===== config.mk =====
export PLATFORM = sky130hd
export DESIGN_NAME = data_access_sequencer
export DESIGN_NICKNAME = d
export VERILOG_FILES = /design/src/rtl/data_seq_pkg.sv /design/src/rtl/data_lane_align.sv /design/src/rtl/data_access_sequencer.sv
export SDC_FILE = /design/constraint.sdc
export NUM_CORES = 1
export LEC_CHECK = 0
export CORE_AREA = 8 8 136 138
export CTS_BUF_LIST = sky130_fd_sc_hd__clkbuf_8
export CTS_CLUSTER_DIAMETER = 60
export DETAILED_ROUTE_END_ITERATION = 10
export DIE_AREA = 0 0 144 146
export PLACE_DENSITY = 0.66
export SLEW_MARGIN = 20
export SYNTH_ARGS = -nofsm -noshare
export SYNTH_HDL_FRONTEND = slang
export SYNTH_SLANG_ARGS = --single-unit

===== constraint.sdc =====
create_clock -name clock -period 4.5 [get_ports clock]
set_input_delay 0.45 -clock clock [delete_from_list [all_inputs] [get_ports clock]]
set_output_delay 0.45 -clock clock [all_outputs]
set_load 0.005 [all_outputs]

===== src/rtl/data_seq_pkg.sv =====
// Shared types and helpers for the data access sequencer: FSM states, access-size
// encodings and the byte-mask helper used by both the top and the lane aligner.
package data_seq_pkg;

    typedef enum logic [1:0] {
        IDLE   = 2'd0,
        ACC_LO = 2'd1,
        ACC_HI = 2'd2,
        FINISH = 2'd3
    } seq_state_t;

    localparam logic [1:0] FMT_BYTE    = 2'b00;
    localparam logic [1:0] FMT_HALF    = 2'b01;
    localparam logic [1:0] FMT_WORD    = 2'b10;
    localparam logic [1:0] FMT_ILLEGAL = 2'b11;

    // Illegal format maps to a full mask; such requests are faulted before use.
    function automatic logic [3:0] size_mask(input logic [1:0] fmt);
        case (fmt)
            FMT_BYTE: size_mask = 4'b0001;
            FMT_HALF: size_mask = 4'b0011;
            default:  size_mask = 4'b1111;
        endcase
    endfunction

endpackage


===== src/rtl/data_lane_align.sv =====
// Combinational lane steering: byte enables and write data for the low/high words of
// an access, plus 64->32 read realignment with sign/zero extension.
module data_lane_align
    import data_seq_pkg::*;
(
    input  logic [1:0]  i_off,
    input  logic [2:0]  i_format,
    input  logic [31:0] i_wdata,
    input  logic [31:0] i_lo_word,
    input  logic [31:0] i_hi_word,
    output logic [3:0]  o_be_lo,
    output logic [3:0]  o_be_hi,
    output logic [31:0] o_data_lo,
    output logic [31:0] o_data_hi,
    output logic [31:0] o_rdata
);

    logic [7:0]  w_be;
    logic [63:0] w_wlanes;
    logic [31:0] w_rshift;

    always_comb begin
        // Shifting across a 64-bit span yields both halves of a straddling access at once.
        w_be     = 8'({4'b0000, size_mask(i_format[1:0])} << i_off);
        w_wlanes = {32'b0, i_wdata} << {i_off, 3'b000};
        w_rshift = 32'({i_hi_word, i_lo_word} >> {i_off, 3'b000});

        o_be_lo   = w_be[3:0];
        o_be_hi   = w_be[7:4];
        o_data_lo = w_wlanes[31:0];
        o_data_hi = w_wlanes[63:32];

        case (i_format[1:0])
            FMT_BYTE: o_rdata = {{24{~i_format[2] & w_rshift[7]}}, w_rshift[7:0]};
            FMT_HALF: o_rdata = {{16{~i_format[2] & w_rshift[15]}}, w_rshift[15:0]};
            default:  o_rdata = w_rshift;
        endcase
    end

endmodule


===== src/rtl/data_access_sequencer.sv =====
// Sequences LSU load/store requests onto a single-ported word memory, splitting
// word-straddling accesses in two when DATA_MISALIGNED_SPLIT_EN is defined.
module data_access_sequencer
    import data_seq_pkg::*;
#(
    parameter int          ADDR_WIDTH = 15,
    parameter logic [31:0] DATA_BEGIN = 32'h1001_0000,
    parameter logic [31:0] DATA_END   = 32'h1001_FFFF
) (
    input  logic                  clock,
    input  logic                  reset,
    input  logic                  req_valid,
    output logic                  req_ready,
    input  logic                  req_write,
    input  logic [2:0]            req_format,
    input  logic [31:0]           req_address,
    input  logic [31:0]           req_wdata,
    output logic                  resp_valid,
    output logic                  resp_error,
    output logic [31:0]           resp_rdata,
    output logic [ADDR_WIDTH-1:0] mem_address,
    output logic [3:0]            mem_byteena,
    output logic [31:0]           mem_data,
    output logic                  mem_wren,
    input  logic [31:0]           mem_q
);

    seq_state_t            r_state;
    seq_state_t            w_state_next;
    logic                  r_write;
    logic [2:0]            r_format;
    logic [1:0]            r_off;
    logic [ADDR_WIDTH-1:0] r_word;
    logic [31:0]           r_wdata;
    logic [31:0]           r_lo;
    logic                  r_cross;
    logic                  r_err;

    logic        w_accept;
    logic        w_cross;
    logic        w_err_range;
    logic        w_fault;
    logic [7:0]  w_be_req;
    logic [1:0]  w_span;
    logic [32:0] w_last;
    logic        w_in_lo;
    logic        w_in_hi;
    logic [3:0]  w_be_lo;
    logic [3:0]  w_be_hi;
    logic [31:0] w_data_lo;
    logic [31:0] w_data_hi;
    logic [31:0] w_lo_word;
    logic [31:0] w_rdata;

    assign req_ready = (r_state == IDLE) && !reset;
    assign w_accept  = req_valid && req_ready;

    // Fault and crossing decisions are made on the live request in the accept cycle.
    always_comb begin
        w_be_req = 8'({4'b0000, size_mask(req_format[1:0])} << req_address[1:0]);
        w_cross  = |w_be_req[7:4];
        case (req_format[1:0])
            FMT_HALF: w_span = 2'd1;
            FMT_WORD: w_span = 2'd3;
            default:  w_span = 2'd0;
        endcase
        w_last      = {1'b0, req_address} + {31'b0, w_span};
        w_err_range = (req_format[1:0] == FMT_ILLEGAL) ||
                      (req_address < DATA_BEGIN) ||
                      (w_last > {1'b0, DATA_END});
`ifdef DATA_MISALIGNED_SPLIT_EN
        w_fault = w_err_range;
`else
        w_fault = w_err_range || w_cross;
`endif
    end

    always_comb begin
        w_state_next = r_state;
        case (r_state)
            IDLE:   if (w_accept) w_state_next = w_fault ? FINISH : ACC_LO;
`ifdef DATA_MISALIGNED_SPLIT_EN
            ACC_LO: w_state_next = r_cross ? ACC_HI : FINISH;
`else
            ACC_LO: w_state_next = FINISH;
`endif
            ACC_HI: w_state_next = FINISH;
            FINISH: w_state_next = IDLE;
            default: w_state_next = IDLE;
        endcase
    end

    always_ff @(posedge clock) begin
        if (reset) begin
            r_state  <= IDLE;
            r_lo     <= '0;
            r_write  <= 1'b0;
            r_format <= '0;
            r_off    <= '0;
            r_word   <= '0;
            r_wdata  <= '0;
            r_cross  <= 1'b0;
            r_err    <= 1'b0;
        end else begin
            r_state <= w_state_next;
            if (w_accept) begin
                r_write  <= req_write;
                r_format <= req_format;
                r_off    <= req_address[1:0];
                r_word   <= req_address[ADDR_WIDTH+1:2];
                r_wdata  <= req_wdata;
                r_cross  <= w_cross;
                r_err    <= w_fault;
            end
            // mem_q during ACC_HI still carries the low word fetched in ACC_LO.
            if (r_state == ACC_HI) r_lo <= mem_q;
        end
    end

    assign w_lo_word = r_cross ? r_lo : mem_q;

    data_lane_align u_lane_align (
        .i_off     (r_off),
        .i_format  (r_format),
        .i_wdata   (r_wdata),
        .i_lo_word (w_lo_word),
        .i_hi_word (mem_q),
        .o_be_lo   (w_be_lo),
        .o_be_hi   (w_be_hi),
        .o_data_lo (w_data_lo),
        .o_data_hi (w_data_hi),
        .o_rdata   (w_rdata)
    );

    assign w_in_lo = (r_state == ACC_LO);
    assign w_in_hi = (r_state == ACC_HI);

    always_comb begin
        mem_address = r_word + {{(ADDR_WIDTH-1){1'b0}}, w_in_hi};
        mem_data    = w_in_hi ? w_data_hi : w_data_lo;
        mem_byteena = 4'b0000;
        if (!reset && w_in_lo) mem_byteena = w_be_lo;
        if (!reset && w_in_hi) mem_byteena = w_be_hi;
        mem_wren    = !reset && r_write && (w_in_lo || w_in_hi);
        resp_valid  = !reset && (r_state == FINISH);
        resp_error  = resp_valid && r_err;
        resp_rdata  = (resp_valid && !r_err && !r_write) ? w_rdata : 32'h0;
    end

endmodule


* Yosys cells after proc, flatten, opt, wreduce, memory -nomap -nowiden
Cells that the tools add are included.
** Storage, ports and cells
- Logic and storage cells :: 62
- Output and inout bits :: 87
- Register bits :: 89
** Operators by class
- Multiplexer cells :: 12
- Add/subtract/negate cells :: 2
- Bitwise operators :: 3
- Shift operators :: 4
- Magnitude comparators :: 2
- Equal/unequal tests :: 8
- Reductions and logical operators :: 22
** Operators with widths (number)
- $mux 32 :: 3
- $pmux 32 s2 :: 1
- $shl 32x5->64 :: 1
- $shr 64x5->32 :: 1
- $add 32x2->33 :: 1
- $gt 33x29->1 const B :: 1
- $lt 32x29->1 const B :: 1
- $pmux 4 s2 :: 2
- $shl 4x2->8 :: 2
- $add 15x1->15 :: 1
- $logic_and 1x1->1 :: 10
- $eq 2x2->1 const B :: 4
- $mux 4 :: 2
- $eq 2x1->1 const B :: 3
- $logic_not 2->1 :: 3
- $pmux 2 s3 :: 1
- $logic_or 1x1->1 :: 4
- $mux 2 :: 2
- $pmux 2 s2 :: 1
- $reduce_or 4->1 :: 1
- $logic_not 1->1 :: 3
- $and 1x1->1 :: 2
- $ne 2x2->1 const B :: 1
- $reduce_or 2->1 :: 1
- $not 1->1 :: 1

* Longest topological paths before layout
Gate-level depths: netlist of run 1.
- Depth in word-level cells :: 9
- Gate-level depth with buffers :: 11

* Hierarchy
A second synthesis of run 1 with hierarchy kept.
** Second synthesis, totals
- Cell total of the unflattened synthesis :: 824
- Area total of the unflattened synthesis :: 7111.8 um^2
** Modules (own cells, without submodules)
- data_access_sequencer :: area an instance 5073.6 um^2, instances 1, cells each 582
- data_lane_align :: area an instance 2038.2 um^2, instances 1, cells each 242

* Least setup slack after synthesis of run 1
OpenSTA, ideal clock, no wires.
- Kind :: input to register
- Start :: in req_format[0]
- End :: reg r_err
- Arrival time :: 2321 ps
- Required time :: 4367 ps
- Buffers on the path :: 0
- Stages :: 10
- Slack :: 2046 ps
- Setup time :: 133 ps
- Cell sequence :: inv_1 > ha_1 > ha_1 > fa_1 > inv_1 > or4_1 > nor4_1 > o221ai_1 > a21oi_1 > a211oi_2
** On the way
- Word-level cells in the longest chain between the ends :: 6
- Elaborated cells between the ends (all ways) :: 13
** RTL lines
- from (decl) :: RTL line data_access_sequencer.sv:15 : input logic [2:0] req_format,
- $eq 2x2->1 / $eq 2x1->1 (equally long branches) :: RTL line data_access_sequencer.sv:62, data_seq_pkg.sv:19
- $pmux 2 s2 :: RTL line data_access_sequencer.sv:62 : case (req_format[1:0])
- $add 32x2->33 :: RTL line data_access_sequencer.sv:67 : w_last = {1'b0, req_address} + {31'b0, w_span};
- $gt 33x29->1 :: RTL line data_access_sequencer.sv:70 : (w_last > {1'b0, DATA_END});
- $logic_or 1x1->1 :: RTL line data_access_sequencer.sv:69 : (req_address < DATA_BEGIN) ||
- $logic_or 1x1->1 * :: RTL line data_access_sequencer.sv:74 : w_fault = w_err_range || w_cross;
- to (signal assigned) :: RTL line data_access_sequencer.sv:113 : r_err <= w_fault;
- to (decl) :: RTL line data_access_sequencer.sv:37 : logic r_err;
Every way passes the cells marked *; elsewhere a longest branch is shown, timed or not.
A chain may end at the register's enable or synchronous reset.

* Final worst setup path of run 1
- Start :: reg r_off[0]
- End :: out resp_rdata[18]
** On the way
- Word-level cells in the longest chain between the ends :: 4
- Elaborated cells between the ends (all ways) :: 5
** RTL lines
- from (decl) :: RTL line data_access_sequencer.sv:32 : logic [1:0] r_off;
- from (signal assigned) :: RTL line data_access_sequencer.sv:109 : r_off <= req_address[1:0];
- $shr 64x5->32 * :: RTL line data_lane_align.sv:26 : w_rshift = 32'({i_hi_word, i_lo_word} >> {i_off, 3'b000});
- $and 1x1->1 (on tied branches) :: RTL line data_lane_align.sv:35, data_lane_align.sv:34
- $pmux 32 s2 * :: RTL line data_lane_align.sv:33 : case (i_format[1:0])
- $mux 32 * :: RTL line data_access_sequencer.sv:147 : resp_rdata = (resp_valid && !r_err && !r_write) ? w_rdata : 32'h0;
- to (decl) :: RTL line data_access_sequencer.sv:20 : output logic [31:0] resp_rdata,
Marked as above.

==> flow_summary_export.csv, run 1 <==
group,metric,value,unit
routing,dr_wl_met2,9010,um
global_route,grt_max_degree,63,
clocking,htree_levels,3,
critical_path,cp_max_fo,33,
finish,final_core_util,53.0,%
clocking,clk_pin_slew,0.09,ns
clocking,cts-root-buf,"clkbuf_8",
clocking,clkSinkCount,89,
timing,relSlewSlack,39.3,%
clocking,cts_tree,"yes",
clocking,cts_made_buffers,9,
synth,synthFlopType,"dfxtp_1",
timing,timing.final.crit_share,83.1,%
power_and_ir_drop,leakage,2.94,nW
critical_path,cp_num_buf_inv,1,
routing,vias,6276,
timing,finalHoldViolCount,0,
global_route,grt_pass1_wl,32500,um
worst_hold_path,hold_path_class,"register to register",
global_route,grt_pass1_vias,6180,
timing,finalCriticalPeriod,3.74,ns
routing,first_pass_iters,5,
finish,regArea,1790,um^2
finish,mostFrequentLayoutCells,"188 x clkdlybuf4s50_1, 118 x mux2i_1, 113 x nand2_1",
timing,clock_skew,0.00890,ns
clocking,cts_hold_buf,0,
routing,drtIter0Drc,246,
finish,syn2layout_area_growth,34.3,%
timing,worstMarginPinSlew,0.909,ns
synth,ys_seq_area_share,27.7,%
clocking,cts_buffer_depth,2,
critical_path,worstPathArrival,3.29,ns
critical_path,worst_setup_path_start_kind,"register",
floorplan,core,16300,um^2
routing,ant_nets,0,
floorplan,fp.dieW,144,um
routing,wl_met3,1830,um
timing,setup_tns,0,ns
finish,final_layout_size_suffix_gt1_share,6.34,%
finish,nFillCells,1622,
timing,rsz0062_at_grt,"no",
critical_path,cpPeakStageDelay,0.67,ns
timing,setup_slack,0.762,ns
clocking,post-cts-setup-buffers,0,
synth,synth_async_sr_flop_share,0,%
critical_path,crit_type,"register to output port",
job,max_cap_viol_count,0,
synth,ys_ff_latch,89,
finish,nets,1089,
placed_design,dp_hpwl,15400,um
placed_design,portBuffers,189,
routing,viasPerCell,5.23,
critical_path,worstPathCellList,"mux4_2 > mux2i_1 > nor2_1 > a21oi_1 > nor2_1 > o21bai_2 > a21oi_1 > clkdlybuf4s50_1",
finish,layout_commonest_cell,"clkdlybuf4s50_1",
clocking,clk_latency,0.37,ns
floorplan,start_util,39.5,%
synth,synth_nets,941,
critical_path,cp_slowest_cell,"dfxtp_4",
floorplan,std_cell_rows,47,
synth,syn_area,6430,um^2
critical_path,crit_required,4.05,ns
timing,fmax,268,MHz
global_route,grt-ovfl-total,0,
synth,avgSynthCellArea,7.80,um^2
synth,synth_edf_count,0,
finish,multi_input_area,4370,um^2
routing,finalWirelength,20500,um
timing,fin_hold_ws,0.485,ns
timing,maxSlewViolCount,0,
placed_design,place_congestion,0.882,
timing,finalSetupViolCount,0,
global_route,grt.total_usage,19.1,%
routing,drcViolationCount,0,
synth,synth_cell_types,53,
floorplan,ioPinCount,190,
floorplan,die_h,146,um
power_and_ir_drop,pwr_density_cell,302,nW/um^2
critical_path,crit_family,"compound AO/OA/AOI/OAI gates",
routing,top_layer,"met5",
power_and_ir_drop,power.total,2.61,mW
status,status,"completed",
synth,ys_warn_count,0,
global_route,antenna_found_initial,3,
placed_design,pre_cts_ws,0.962,ns
routing,wl_met1,9220,um
floorplan,dieArea,21000,um^2
critical_path,endpoint_kind,"output port",
synth,synthCells,825,
clocking,ctsResizeCount,0,
routing,wl_per_cell,17.1,um
power_and_ir_drop,vdd_ir_drop_max,0.150,mV
## layer usage
metal | vias up | GRT usage (%)
met1 | 2886 | 23.7
met4 | 4 | 6.00
met2 | 195 | 29.9
met3 | 33 | 6.86
li1 | 3158 | -
met5 | - | 0
## synth_stat cells (8+ instances only)
| master | number | share of area, % |
|---|---|---|
| a21oi_1 | 45 | 3.5 |
| and3_1 | 14 | 1.4 |
| buf_1 | 9 | 0.53 |
| buf_2 | 13 | 1.0 |
| clkbuf_1 | 37 | 2.2 |
| dfxtp_1 | 89 | 28 |
| ha_1 | 12 | 2.3 |
| inv_1 | 8 | 0.47 |
| mux2_2 | 9 | 1.6 |
| mux2i_1 | 118 | 18 |
| mux4_2 | 9 | 3.2 |
| nand2_1 | 113 | 6.6 |
| nand2b_1 | 62 | 6.0 |
| nand4_1 | 8 | 0.78 |
| nor2_1 | 80 | 4.7 |
| nor2b_1 | 13 | 1.3 |
| o21ai_0 | 97 | 7.5 |
| o22ai_1 | 9 | 0.88 |
| xnor2_1 | 10 | 1.4 |
## where the power goes
group | leakage (nW) | switching, mW | internal, mW | total [mW]
Sequential | 0.729 | 0.119 | 0.888 | 1.01
Clock | 0.110 | 0.302 | 0.291 | 0.593
Combinational | 2.10 | 0.486 | 0.522 | 1.01
Total | 2.94 | 0.907 | 1.70 | 2.61
## per-stage QoR
stage / std cells / instance area, um^2
after floorplan: 825 / 6430
after global placement: 1182 / 8420
after detailed placement: 1182 / 8420
after CTS: 1198 / 8630
after global routing: 1199 / 8640
final: 1199 / 8640
## worst min-delay path: stages, from the launching register on
cell      delay [ns]
dfxtp_1         0.32
nand2b_1        0.06
o21ai_0         0.06
## registers in the layout (all words and copies together) (netlist names)
name,cells
r_lo,32
r_wdata,32
r_word,15
r_format,3
r_off,2
r_state,2
r_cross,1
r_err,1
r_write,1
## kinds of logic (layout without fill, tap and decap cells)
| group | Yosys count | in the layout | synth area share (%) |
|---|---|---|---|
| buffers and inverters | 69 | 222 | 4.36 |
| muxes | 137 | 137 | 23.3 |
| DFF | 89 | 89 | 27.7 |
| other | 0 | 1 | 0 |
| and+or+nand+nor | 329 | 329 | 25.2 |
| xor gates and xnor gates | 16 | 16 | 2.18 |
| AOI/OAI and AO/OA | 172 | 172 | 14.7 |
| adders and majority gates | 13 | 13 | 2.65 |
## layout make-up
type	instances	share of cell area, %
Antenna cell	1	0.0290
Clock buffer	11	1.75
Clock inverter	5	0.710
Inverter	8	0.348
Multi-Input combinational cell	667	50.6
Sequential cell	89	20.7
Tap cell	220	3.19
Timing Repair Buffer	198	22.6
## final timing paths
kind	cells past startpoint	start	slack, ns	endpoint
setup reg to reg	6	r_state[0]	2.08	r_wdata[15]
hold / removal	2	r_word[0]	0.49	r_word[0]
hold reg to reg	2	r_word[0]	0.49	r_word[0]
setup / recovery	8	r_off[0]	0.76	resp_rdata[18]
(Power assumes the default switching activity.)
==> inputs of run 2 (changes only) <==
==> constraint.sdc (replaced) <==
create_clock -name clock -period 3.6 [get_ports clock]
set_input_delay 0.36 -clock clock [delete_from_list [all_inputs] [get_ports clock]]
set_output_delay 0.36 -clock clock [all_outputs]
set_load 0.005 [all_outputs]
==> flow_summary_export.csv, run 2 (synthesized netlist as in run 1, its figures left out) <==
group,metric,value,unit
critical_path,cp_max_fo,30,
power_and_ir_drop,vdd_ir_drop_max,0.178,mV
routing,dr_wl_met2,9430,um
routing,finalWirelength,20500,um
timing,fmax,302,MHz
clocking,htree_levels,3,
timing,relSlewSlack,30.6,%
clocking,clkSinkCount,89,
global_route,grt_pass1_vias,6234,
worst_hold_path,hold_path_class,"input pin to register",
timing,finalSetupViolCount,0,
timing,fin_hold_ws,0.493,ns
timing,setup_slack,0.293,ns
finish,mostFrequentLayoutCells,"188 x clkdlybuf4s50_1, 118 x mux2i_1, 113 x nand2_1",
clocking,post-cts-setup-buffers,0,
critical_path,reg2regPathDepth,7,
routing,ant_nets,0,
timing,worstMarginPinSlew,1.03,ns
power_and_ir_drop,pwr_density_cell,374,nW/um^2
clocking,cts-root-buf,"clkbuf_8",
finish,final_layout_size_suffix_gt1_share,7.19,%
clocking,cts_tree,"yes",
critical_path,endpoint_kind,"output port",
routing,wl_per_cell,17.0,um
placed_design,place_congestion,0.876,
finish,nets,1098,
finish,layout_commonest_cell,"clkdlybuf4s50_1",
clocking,cts_made_buffers,9,
critical_path,worst_setup_path_start_kind,"register",
global_route,grt_max_degree,62,
finish,multi_input_area,4370,um^2
timing,finalHoldViolCount,0,
job,max_cap_viol_count,0,
critical_path,crit_type,"register to output port",
clocking,cts_hold_buf,0,
floorplan,dieArea,21000,um^2
floorplan,die_h,146,um
routing,first_pass_iters,5,
global_route,grt-ovfl-total,0,
routing,drcViolationCount,0,
placed_design,dp_hpwl,15600,um
routing,drtIter0Drc,209,
routing,top_layer,"met4",
routing,wl_met3,1790,um
finish,reg_top3,"r_lo x32, r_wdata x32, r_word x15",
clocking,ctsResizeCount,0,
placed_design,place_area,8500,um^2
floorplan,std_cell_rows,47,
finish,syn2layout_area_growth,35.3,%
timing,finalCriticalPeriod,3.31,ns
floorplan,ioPinCount,190,
clocking,cts_buffer_depth,2,
clocking,clk_pin_slew,0.09,ns
global_route,grt.total_usage,19.2,%
routing,viasPerCell,5.18,
routing,wl_met1,9060,um
finish,stdcell_area,8700,um^2
placed_design,pre_cts_ws,0.415,ns
timing,maxSlewViolCount,0,
global_route,antenna_found_initial,0,
floorplan,core,16300,um^2
timing,timing.final.crit_share,91.9,%
timing,rsz0062_at_grt,"no",
status,status,"completed",
global_route,grt_pass1_wl,32600,um
critical_path,crit_required,3.24,ns
finish,diodes,0,
timing,setup_tns,0,ns
critical_path,worstPathArrival,2.95,ns
routing,vias,6254,
clocking,clk_latency,0.37,ns
floorplan,start_util,39.5,%
floorplan,fp.dieW,144,um
timing,clock_skew,0.0139,ns
placed_design,portBuffers,189,
power_and_ir_drop,leakage,2.98,nW
finish,regArea,1790,um^2
worst_hold_path,min_path_cells,2,
finish,nFillCells,1614,
[run 2: cell types whose count changed in the layout (fill, tap and decap cells not counted), sizes merged]
cell / delta
buf: +9
clkbuf: -2
clkinv: +1
clkinvlp: +1
diode: -1
[run 2: final cells by class]
| type | count | area share (%) |
|---|---|---|
| Tap cell | 220 | 3.16 |
| Timing Repair Buffer | 207 | 23.4 |
| Clock buffer | 9 | 1.42 |
| Clock inverter | 7 | 0.891 |
| Multi-Input combinational cell | 667 | 50.3 |
| Sequential cell | 89 | 20.5 |
| Inverter | 8 | 0.345 |
[run 2: critical path, stage by stage (launching register included)]
cell	delay [ns]
dfxtp_4	0.40
buf_4	0.39
mux2i_1	0.29
mux2i_1	0.10
mux2_2	0.29
a21oi_1	0.15
nor2_1	0.06
o21bai_2	0.10
buf_4	0.24
a21oi_1	0.07
clkdlybuf4s50_1	0.47
[run 2: per-stage QoR]
step	power (mW)	util, %	instances
3_3_place_gp	2.56	52.2	1191
4_1_cts	3.30	53.4	1207
6_report	3.25	53.4	1207
5_1_grt	3.47	53.4	1207
2_1_floorplan	1.99	-	825
3_5_place_dp	2.57	52.2	1191
[run 2: final timing paths]
| check | from | end | slack [ns] |
|---|---|---|---|
| worst max register to register | r_state[0] | r_err | 1.49 |
| worst min register to register | r_lo[3] | r_lo[3] | 0.49 |
| worst max-delay path | r_off[0] | resp_rdata[29] | 0.29 |
| worst min-delay path | reset | r_lo[31] | 0.49 |
[run 2: power breakdown]
part / internal (mW) / total, mW / switching, mW
registers: 1.11 / 1.23 / 0.121
clock network: 0.327 / 0.715 / 0.388
logic: 0.667 / 1.31 / 0.642
total: 2.10 / 3.25 / 1.15
[run 2: per-layer routing]
| metal | track usage (%) | up-vias |
|---|---|---|
| li1 | - | 3180 |
| met1 | 23.4 | 2881 |
| met2 | 30.8 | 181 |
| met3 | 6.96 | 12 |
| met4 | 5.79 | 0 |
| met5 | 0 | - |
==> inputs of run 3 (changes only) <==
--- a/config.mk
+++ b/config.mk
@@ -10,6 +10,8 @@
 export CTS_CLUSTER_DIAMETER = 60
 export DETAILED_ROUTE_END_ITERATION = 10
 export DIE_AREA = 0 0 144 146
+export HOLD_SLACK_MARGIN = 0.05
+export MAX_ROUTING_LAYER = met4
 export PLACE_DENSITY = 0.66
 export SLEW_MARGIN = 20
 export SYNTH_ARGS = -nofsm -noshare
==> flow_summary_export.csv, run 3 (synthesized netlist as in run 1, its figures left out) <==
group,metric,value,unit
status,status,"completed",
timing,setup_tns,0,ns
placed_design,pre_cts_ws,0.406,ns
floorplan,dieArea,21000,um^2
floorplan,fp.dieW,144,um
global_route,grt.total_usage,19.2,%
finish,final_layout_size_suffix_gt1_share,7.01,%
timing,rsz0062_at_grt,"no",
floorplan,std_cell_rows,47,
critical_path,timing.critical_path.mode_cell,"ha_1",
routing,vias,6204,
job,max_cap_viol_count,0,
timing,clock_skew,0.0159,ns
finish,nets,1096,
critical_path,worstPathCellList,"inv_1 > ha_2 > ha_1 > ha_1 > and3_1 > nand3_1 > nor2_1 > xor2_1 > clkdlybuf4s50_1",
power_and_ir_drop,pwr_density_cell,382,nW/um^2
timing,worstMarginPinSlew,0.986,ns
critical_path,crit_family,"adder cells",
critical_path,cp_max_fo,12,
critical_path,cp_num_buf_inv,2,
power_and_ir_drop,vdd_ir_drop_max,0.175,mV
power_and_ir_drop,power.total,3.33,mW
clocking,htree_levels,3,
placed_design,portBuffers,189,
critical_path,worst_setup_path_start_kind,"register",
finish,mostFrequentLayoutCells,"188 x clkdlybuf4s50_1, 118 x mux2i_1, 113 x nand2_1",
finish,multi_input_area,4370,um^2
routing,first_pass_iters,4,
finish,layout_commonest_cell,"clkdlybuf4s50_1",
finish,regArea,1790,um^2
worst_hold_path,hold_path_class,"register to register",
global_route,grt_pass1_wl,31600,um
placed_design,dpl.cell_count,1189,
clocking,ctsResizeCount,0,
placed_design,place_area,8490,um^2
clocking,post-cts-setup-buffers,0,
placed_design,dp_hpwl,15600,um
floorplan,core,16300,um^2
routing,ant_nets,0,
critical_path,cpPeakStageDelay,0.52,ns
critical_path,endpoint_kind,"output port",
finish,reg_top3,"r_lo x32, r_wdata x32, r_word x15",
floorplan,ioPinCount,190,
timing,relSlewSlack,33.8,%
floorplan,die_h,146,um
clocking,clk_pin_slew,0.09,ns
timing,finalCriticalPeriod,3.34,ns
power_and_ir_drop,leakage,2.98,nW
timing,finalSetupViolCount,0,
finish,syn2layout_area_growth,35.6,%
timing,setup_slack,0.262,ns
routing,wl_per_cell,16.7,um
placed_design,place_congestion,0.869,
routing,drcViolationCount,0,
finish,fin_cells,1206,
clocking,cts_tree,"yes",
critical_path,crit_type,"register to output port",
routing,drtIter0Drc,241,
clocking,clk_latency,0.38,ns
timing,fmax,300,MHz
global_route,grt-ovfl-total,0,
clocking,cts-root-buf,"clkbuf_8",
clocking,cts_hold_buf,0,
routing,viasPerCell,5.14,
clocking,cts_buffer_depth,2,
finish,stdcell_area,8720,um^2
routing,finalWirelength,20200,um
global_route,grt_max_degree,73,
clocking,clkSinkCount,89,
clocking,cts_made_buffers,9,
timing,maxSlewViolCount,0,
finish,nFillCells,1573,
critical_path,crit_required,3.24,ns
floorplan,start_util,39.5,%
global_route,antenna_found_initial,1,
critical_path,cp_slowest_cell,"clkdlybuf4s50_1",
timing,finalHoldViolCount,0,
critical_path,worstPathArrival,2.98,ns
timing,timing.final.crit_share,92.7,%
global_route,grt_pass1_vias,6075,
## run 3: cell types whose count changed in the layout (fill, tap and decap cells not counted), sizes merged
| cell | delta |
|---|---|
| buf | -2 |
| clkinv | -2 |
| bufinv | +1 |
| clkbuf | +1 |
| clkinvlp | -1 |
| diode | +1 |
| inv | +1 |
## run 3: stage by stage
step | hold WS (ns) | utilization, %
2_1_floorplan | 0.454 | -
3_3_place_gp | 0.467 | 52.1
3_5_place_dp | 0.474 | 52.1
4_1_cts | 0.493 | 53.5
5_1_grt | 0.507 | 53.5
6_report | 0.487 | 53.5
## run 3: path summary, 6_finish.rpt
check	slack [ns]	cells past startpoint	from	to
hold reg to reg	0.49	2	r_word[0]	r_word[0]
setup / recovery	0.26	9	r_state[0]	mem_address[14]
hold / removal	0.49	2	r_word[0]	r_word[0]
setup reg to reg	1.80	7	r_state[0]	r_wdata[0]
## run 3: tightest hold or removal path: stages (launching register included)
cell      delay [ns]
dfxtp_1         0.33
nand2b_1        0.06
o21ai_0         0.06
## run 3: power by group
| part | switching [mW] | internal [mW] | total, mW | leakage [nW] |
|---|---|---|---|---|
| logic | 0.630 | 0.664 | 1.29 | 2.14 |
| registers | 0.129 | 1.11 | 1.24 | 0.729 |
| clock network | 0.376 | 0.418 | 0.795 | 0.118 |
## run 3: metal layers
| metal | up-vias | track usage [%] | share of wire (%) |
|---|---|---|---|
| li1 | 3183 | - | - |
| met1 | 2825 | 23.5 | 46 |
| met2 | 179 | 30.1 | 45 |
| met3 | 17 | 5.58 | 7.7 |
| met4 | 0 | 5.52 | 1.4 |
| met5 | - | - | 0 |
## run 3: cell type report
cell class | instances | area share [%]
Antenna cell | 1 | 0.0287
Clock buffer | 10 | 1.58
Clock inverter | 6 | 1.09
Inverter | 8 | 0.344
Timing Repair Buffer | 205 | 23.2
Sequential cell | 89 | 20.5
Multi-Input combinational cell | 667 | 50.1
Tap cell | 220 | 3.16
